==> src/rtl/io_bridge_pkg.sv <==
// Shared definitions for the FPGA board-side I/O bridge.
// Holds the control FSM state encoding and the default port channel width.
package io_bridge_pkg;

  // Default width of one CPU port channel.
  localparam int unsigned DefaultDataW = 16;

  // Control FSM encoding. 2'd3 is never entered; the FSM recovers to StRun from it.
  typedef enum logic [1:0] {
    StRun    = 2'd0,
    StStep   = 2'd1,
    StHalted = 2'd2
  } io_state_e;

endpackage

==> src/rtl/io_debounce.sv <==
// Two-flop synchroniser followed by a stability-count debouncer.
// The synchronised word is compared with its previous sample; after DB_CYC consecutive
// matching samples the word is loaded into the debounced output.
// Ports:
//   clk   - system clock
//   rst_n - synchronous active-low reset
//   d_raw - raw asynchronous input word
//   d_db  - registered debounced word
module io_debounce #(
  parameter int unsigned W      = 1,
  parameter int unsigned DB_CYC = 4
) (
  input  logic         clk,
  input  logic         rst_n,
  input  logic [W-1:0] d_raw,
  output logic [W-1:0] d_db
);

  localparam int unsigned CntW = $clog2(DB_CYC + 1);
  localparam logic [CntW-1:0] CntMax = CntW'(DB_CYC);

  logic [W-1:0]    sync1_q, sync1_d;
  logic [W-1:0]    sync2_q, sync2_d;
  logic [W-1:0]    prev_q, prev_d;
  logic [W-1:0]    db_q, db_d;
  logic [CntW-1:0] cnt_q, cnt_d;

  always_comb begin
    sync1_d = d_raw;
    sync2_d = sync1_q;
    prev_d  = sync2_q;
    cnt_d   = cnt_q;
    db_d    = db_q;
    if (sync2_q != prev_q) begin
      cnt_d = '0;
    end else begin
      // Saturate at DB_CYC so a long stable run keeps reloading the same word.
      if (cnt_q != CntMax) begin
        cnt_d = cnt_q + CntW'(1);
      end
      if (cnt_d == CntMax) begin
        db_d = prev_q;
      end
    end
  end

  always_ff @(posedge clk) begin
    if (!rst_n) begin
      sync1_q <= '0;
      sync2_q <= '0;
      prev_q  <= '0;
      db_q    <= '0;
      cnt_q   <= '0;
    end else begin
      sync1_q <= sync1_d;
      sync2_q <= sync2_d;
      prev_q  <= prev_d;
      db_q    <= db_d;
      cnt_q   <= cnt_d;
    end
  end

  assign d_db = db_q;

endmodule

==> src/rtl/fpga_io_bridge.sv <==
// Board-side I/O bridge between the CPU port bus and FPGA pins.
// Generates the CPU clock enable (programmable divider in RUN, debounced button in STEP,
// none in HALTED), debounces switch channels onto port_in and latches LED words written
// by the CPU on enabled cycles.
// Ports:
//   clk, rst_n          - system clock, synchronous active-low reset
//   div_ratio           - cpu_ce period in RUN is div_ratio+1 cycles
//   step_mode, step_btn - single-step select and raw step button
//   sw / port_in        - raw switch channels / debounced values to the CPU
//   port_out / port_we  - CPU output data and per-channel write strobes
//   cpu_halt            - CPU halt flag, honoured on a cpu_ce cycle
//   cpu_ce              - one-cycle CPU clock enable
//   led                 - latched LED drive
//   state_o             - current FSM state
module fpga_io_bridge
  import io_bridge_pkg::*;
#(
  parameter int unsigned DATA_W = DefaultDataW,
  parameter int unsigned N_IN   = 1,
  parameter int unsigned N_OUT  = 1,
  parameter int unsigned DIV_W  = 8,
  parameter int unsigned DB_CYC = 4
) (
  input  logic                    clk,
  input  logic                    rst_n,
  input  logic [DIV_W-1:0]        div_ratio,
  input  logic                    step_mode,
  input  logic                    step_btn,
  input  logic [N_IN*DATA_W-1:0]  sw,
  output logic [N_IN*DATA_W-1:0]  port_in,
  input  logic [N_OUT*DATA_W-1:0] port_out,
  input  logic [N_OUT-1:0]        port_we,
  input  logic                    cpu_halt,
  output logic                    cpu_ce,
  output logic [N_OUT*DATA_W-1:0] led,
  output logic [1:0]              state_o
);

  logic [1:0]              state_q, state_d;
  logic [DIV_W-1:0]        cnt_q, cnt_d;
  logic                    ce_q, ce_d;
  logic                    step_prev_q, step_prev_d;
  logic [N_OUT*DATA_W-1:0] led_q, led_d;
  logic                    step_db;
  logic                    step_rise;

  for (genvar i = 0; i < N_IN; i++) begin : g_sw
    io_debounce #(
      .W     (DATA_W),
      .DB_CYC(DB_CYC)
    ) u_sw_db (
      .clk  (clk),
      .rst_n(rst_n),
      .d_raw(sw[i*DATA_W +: DATA_W]),
      .d_db (port_in[i*DATA_W +: DATA_W])
    );
  end

  io_debounce #(
    .W     (1),
    .DB_CYC(DB_CYC)
  ) u_step_db (
    .clk  (clk),
    .rst_n(rst_n),
    .d_raw(step_btn),
    .d_db (step_db)
  );

  assign step_rise = step_db & ~step_prev_q;

  always_comb begin
    state_d     = state_q;
    cnt_d       = cnt_q;
    ce_d        = 1'b0;
    step_prev_d = step_db;
    case (state_q)
      StRun: begin
        if (cpu_halt && ce_q) begin
          state_d = StHalted;
          cnt_d   = '0;
        end else if (step_mode) begin
          state_d = StStep;
          cnt_d   = '0;
        end else if (cnt_q >= div_ratio) begin
          // '>=' lets a lowered div_ratio wrap immediately instead of overrunning.
          cnt_d = '0;
          ce_d  = 1'b1;
        end else begin
          cnt_d = cnt_q + DIV_W'(1);
        end
      end
      StStep: begin
        if (cpu_halt && ce_q) begin
          state_d = StHalted;
        end else if (!step_mode) begin
          state_d = StRun;
          cnt_d   = '0;
        end else begin
          ce_d = step_rise;
        end
      end
      StHalted: begin
        state_d = StHalted;
      end
      default: begin
        state_d = StRun;
        cnt_d   = '0;
      end
    endcase
  end

  always_comb begin
    led_d = led_q;
    for (int i = 0; i < N_OUT; i++) begin
      if (port_we[i] && ce_q) begin
        led_d[i*DATA_W +: DATA_W] = port_out[i*DATA_W +: DATA_W];
      end
    end
  end

  always_ff @(posedge clk) begin
    if (!rst_n) begin
      state_q     <= StRun;
      cnt_q       <= '0;
      ce_q        <= 1'b0;
      step_prev_q <= 1'b0;
      led_q       <= '0;
    end else begin
      state_q     <= state_d;
      cnt_q       <= cnt_d;
      ce_q        <= ce_d;
      step_prev_q <= step_prev_d;
      led_q       <= led_d;
    end
  end

  assign cpu_ce  = ce_q;
  assign led     = led_q;
  assign state_o = state_q;

endmodule

==> config.mk <==
export PLATFORM = sky130hd
export DESIGN_NAME = fpga_io_bridge
export DESIGN_NICKNAME = d
export VERILOG_FILES = /design/src/rtl/io_bridge_pkg.sv /design/src/rtl/io_debounce.sv /design/src/rtl/fpga_io_bridge.sv
export SDC_FILE = /design/constraint.sdc
export NUM_CORES = 1
export LEC_CHECK = 0
export CAP_MARGIN = 10
export CORE_UTILIZATION = 51
export DETAILED_ROUTE_END_ITERATION = 8
export PLACE_DENSITY = 0.88
export SETUP_SLACK_MARGIN = 0.3
export SLEW_MARGIN = 5
export SYNTH_ARGS = -nofsm -noshare
export SYNTH_HDL_FRONTEND = slang
export SYNTH_HIERARCHICAL = 1
export SYNTH_SLANG_ARGS = --single-unit
==> constraint.sdc <==
create_clock -name clk -period 2.6 [get_ports clk]
set_input_delay 0.52 -clock clk [delete_from_list [all_inputs] [get_ports clk]]
set_output_delay 0.52 -clock clk [all_outputs]
set_load 0.005 [all_outputs]
==> impl_results.md <==
- Core area: 7331 um2
- Pleak: approximately 1.9 nW
- Total congestion overflow: 0
- Die height: about 90 um
- Die X: 89.72 um
- Routed WL per cell: between 10 and 15 um
- Peak supply drop: ~0.00034 V
- Post-Syn Area: 3924 um2
- Die area: just over 8000 um2
- Starting density of the core: between 50% and 60%
- RSZ-0062 raised after global routing: false
- Mux cell area share after synthesis: 4.337%
- First-pass GRT wire length: 12810 um
- Met1 Use GR: 23.60%
- Initial drt markers: 156
- Post-route cell area: between 5000 and 6000 um2
- Vias in the first global route: 2844
- IO Count: 81
- Initial antenna violation count: 0
- Ranking of synthesized cells by area: dfxtp_1 (52%), and2_1 (8.6%), nand2_1 (8.6%), mux2i_1 (4.3%), xnor2_1 (4.2%)
- FF-to-FF path depth: 8
- Hold WC Path Type: flop to flop
- Post CTS Setup Buffer Count: 0
- Post-synth top cells: dfxtp_1 (102), nand2_1 (90), and2_1 (54)
- Post-synthesis adder-cell area fraction: between 4 and 5%
- Yosys cell types: 42
- Post-DP HPWL: between 5000 and 6000 um
- Main synth FF type: dfxtp_1
- GR Util All Layers: between 15 and 20%
- Fin Clk Skew: around 15 ps
- Layout fillers: 538
- DR pass1 iterations: 4
- Clock Root Buffer: clkbuf_8
- Met3 Track Usage GR: 3.299%
- Worst Setup Start Kind: primary input
- Net Switching: 720.0 uW
- Synthesis-stage register bit count: between 100 and 150
- GPL Wtd Cong: approximately 0.77
- Relative slew slack: roughly three fifths
- Switching part of the total: 25.34%
- Share of cells above drive strength 1: 8.519%
- XOR/XNOR share of the synthesized area: 4.241%
- Final Cycle Share: 86.47%
- Setup Crit Path Kind: primary input to flop
- Slew Limit Fails: 0
- Fin nets: roughly 550
- Via count: 2892
- Crit path DAT: 2540 ps
- Largest area contributor in the synthesized netlist: dfxtp_1
- Synth Instances: 408
- Count leader, synth: dfxtp_1
- Via-per-instance ratio: slightly below 5
- Fin. Hold Viols: 0
- Logic pwr share: 7.4%
- Register area share after synthesis: a little over half
- Min Clock Period, post-route: 2248 ps
- Clock sinks: a little over 100
- Number of flops mapped to enable cells by yosys: 0
- Placed Area: 4795 um2
- Outcome: completed
- Final Instance Count excl. Fillers: 592
- Crit. End Element: flop
- Antenna diodes: 0
- GRT met2 Usage: 35.51%
- Cell Pwr Density: 558.6 nW/um2
- Simple-Gate Fraction of Synth Area: 23.34%
- # DRC: 0
- Final WL: ~7700 um
- Total CTS buffers: 9
- Crit path required time: about 2900 ps
- Part of the power in registers: 57.2%
- Worst slew pin tran: 586.3 ps
- Maximum fanout along the worst path: 7
- H-Tree Depth: 3
- Largest family of logic cells by synthesized area: simple AND/OR/NAND/NOR gates
- Internal power: 2.121 mW
- Inst Count DP: 575
- Setup violators final: 0
- Clock share of power: about 36%
- DRT antenna net count: 0
- Mean Syn Cell Area: between 9 and 10 um2
- Syn_nets: 467
- Synthesis-to-layout area growth: 29.62%
- Hold buffer count at CTS: 0
- Busiest layer in global routing: met2
- Post-synth ARST share: 0%
- Clock Latency Late Sink: 370 ps
- Yosys warning count: 6
- MaxCap Viol Count: 0
- Cell Rows: 31
- Yosys top cell area share: 52.04%
- Clock buffer depth: 2
- Worst-path clk slew: 110 ps
- Complex-gate fraction of the synthesized area: 7.940%
- Largest net degree at the start of global routing: 86
- Hold depth: 1
- Max Clk Rate: 444.8 MHz
- CTS tree: built
- PortBufs: 80
==> final cells by class <==
type | count | area, um2 | area share (%)
Sequential cell | 102 | 2042 | 40.15
Multi-Input combinational cell | 274 | 1780 | 35.01
Timing Repair Buffer | 86 | 865.8 | 17.02
Clock buffer | 9 | 123.9 | 2.435
Tap cell | 99 | 123.9 | 2.435
Clock inverter | 7 | 93.84 | 1.845
Inverter | 15 | 56.30 | 1.107
==> cell usage in the layout (no fill, tap or decap), types with 2 or more instances in the layout <==
cell type        count
a22oi_1              2
nand3b_1             3
a21boi_0            15
buf_6                2
nor2_1              13
o21ai_0              2
nand3_2              3
nand2b_1             2
ha_4                 2
ha_1                11
dfxtp_1            102
clkbuf_8             9
nand2_1             90
clkinv_8             4
and2_1              54
clkdlybuf4s50_1     77
nor3_1               2
o21ai_1              2
nand4_1              4
buf_4                3
or2_2                2
a21oi_1              5
mux2i_1             17
inv_2                2
a31oi_1              5
nand3_1              3
inv_6                2
xnor2_1             19
dlymetal6s2s_1       2
inv_1               12
==> worst max-delay path: stages <==
cell,delay [ps]
clkdlybuf4s50_1,450
inv_1,60
ha_4,210
and3_4,150
a221o_2,410
a311oi_4,260
buf_6,180
o21ai_0,140
a21boi_1,160
==> power groups by stage <==
stage | registers (mW) | clock network, mW | logic (mW)
2_1_floorplan | 1.65 | 0 | 0.111
3_3_place_gp | 1.66 | 0 | 0.195
3_5_place_dp | 1.66 | 0 | 0.201
4_1_cts | 1.62 | 1.03 | 0.207
5_1_grt | 1.63 | 1.11 | 0.233
6_report | 1.62 | 1.01 | 0.210
==> state kept, by name (all words and copies together) (netlist names) <==
| name | flops |
|---|---|
| g_sw.u_sw_db/prev_q | 16 |
| g_sw.u_sw_db/d_db | 16 |
| u_step_db/cnt_q | 3 |
| g_sw.u_sw_db/sync1_q | 16 |
| g_sw.u_sw_db/prev_d | 16 |
| g_sw.u_sw_db/cnt_q | 3 |
| u_step_db/prev_d | 1 |
| u_step_db/d_db | 1 |
| u_step_db/prev_q | 1 |
| step_prev_q | 1 |
| cpu_ce | 1 |
| state_o | 2 |
| led | 16 |
| cnt_q | 8 |
| u_step_db/sync1_q | 1 |
==> kinds of logic after synthesis <==
kind of cell,Yosys count
AOI/OAI and AO/OA,41
xor gates and xnor gates,19
adders and majority gates,13
buffers and inverters,32
DFF,102
muxes,17
and+or+nand+nor,184
==> what timing repair did <==
item	in CTS	in global routing
resized for setup	4	10
gates cloned	1	0
pin swaps	5	9
endpoints found under the setup margin	6	8
endpoints found under the hold margin	0	0
==> metrics by stage <==
step	TNS, ps	hold WS (ps)	setup WS, ps	utilization, %	power, mW
detailed placement	-707.8	417.7	-140.5	65.40	1.860
floorplan	0	411.8	450.6	-	1.764
global placement	-200.9	414.1	-44.89	65.40	1.852
CTS	0	440.9	296.5	68.78	2.858
global route	0	454.2	281.9	69.38	2.971
finish	0	437.9	351.9	69.38	2.841
==> worst paths after layout <==
kind	from	end	slack, ps
max reg2reg	cnt_q[0]$_SDFFE_PN0P_	cnt_q[7]$_SDFFE_PN0P_	420
max	div_ratio[6]	cnt_q[7]$_SDFFE_PN0P_	350
min	g_sw[0].u_sw_db/sync1_q[3]$_SDFF_PN0_	g_sw[0].u_sw_db/prev_d[3]$_SDFF_PN0_	440
min reg2reg	g_sw[0].u_sw_db/sync1_q[3]$_SDFF_PN0_	g_sw[0].u_sw_db/prev_d[3]$_SDFF_PN0_	440
==> routing by layer <==
layer	routed length (um)	part of all wire, %	up-vias
li1	-	-	1492
met1	3350	44	1339
met2	4013	52	53
met3	196	2.6	8
met4	97	1.3	0
met5	0	0	-
No activity file was read; power rests on OpenSTA's default activity.
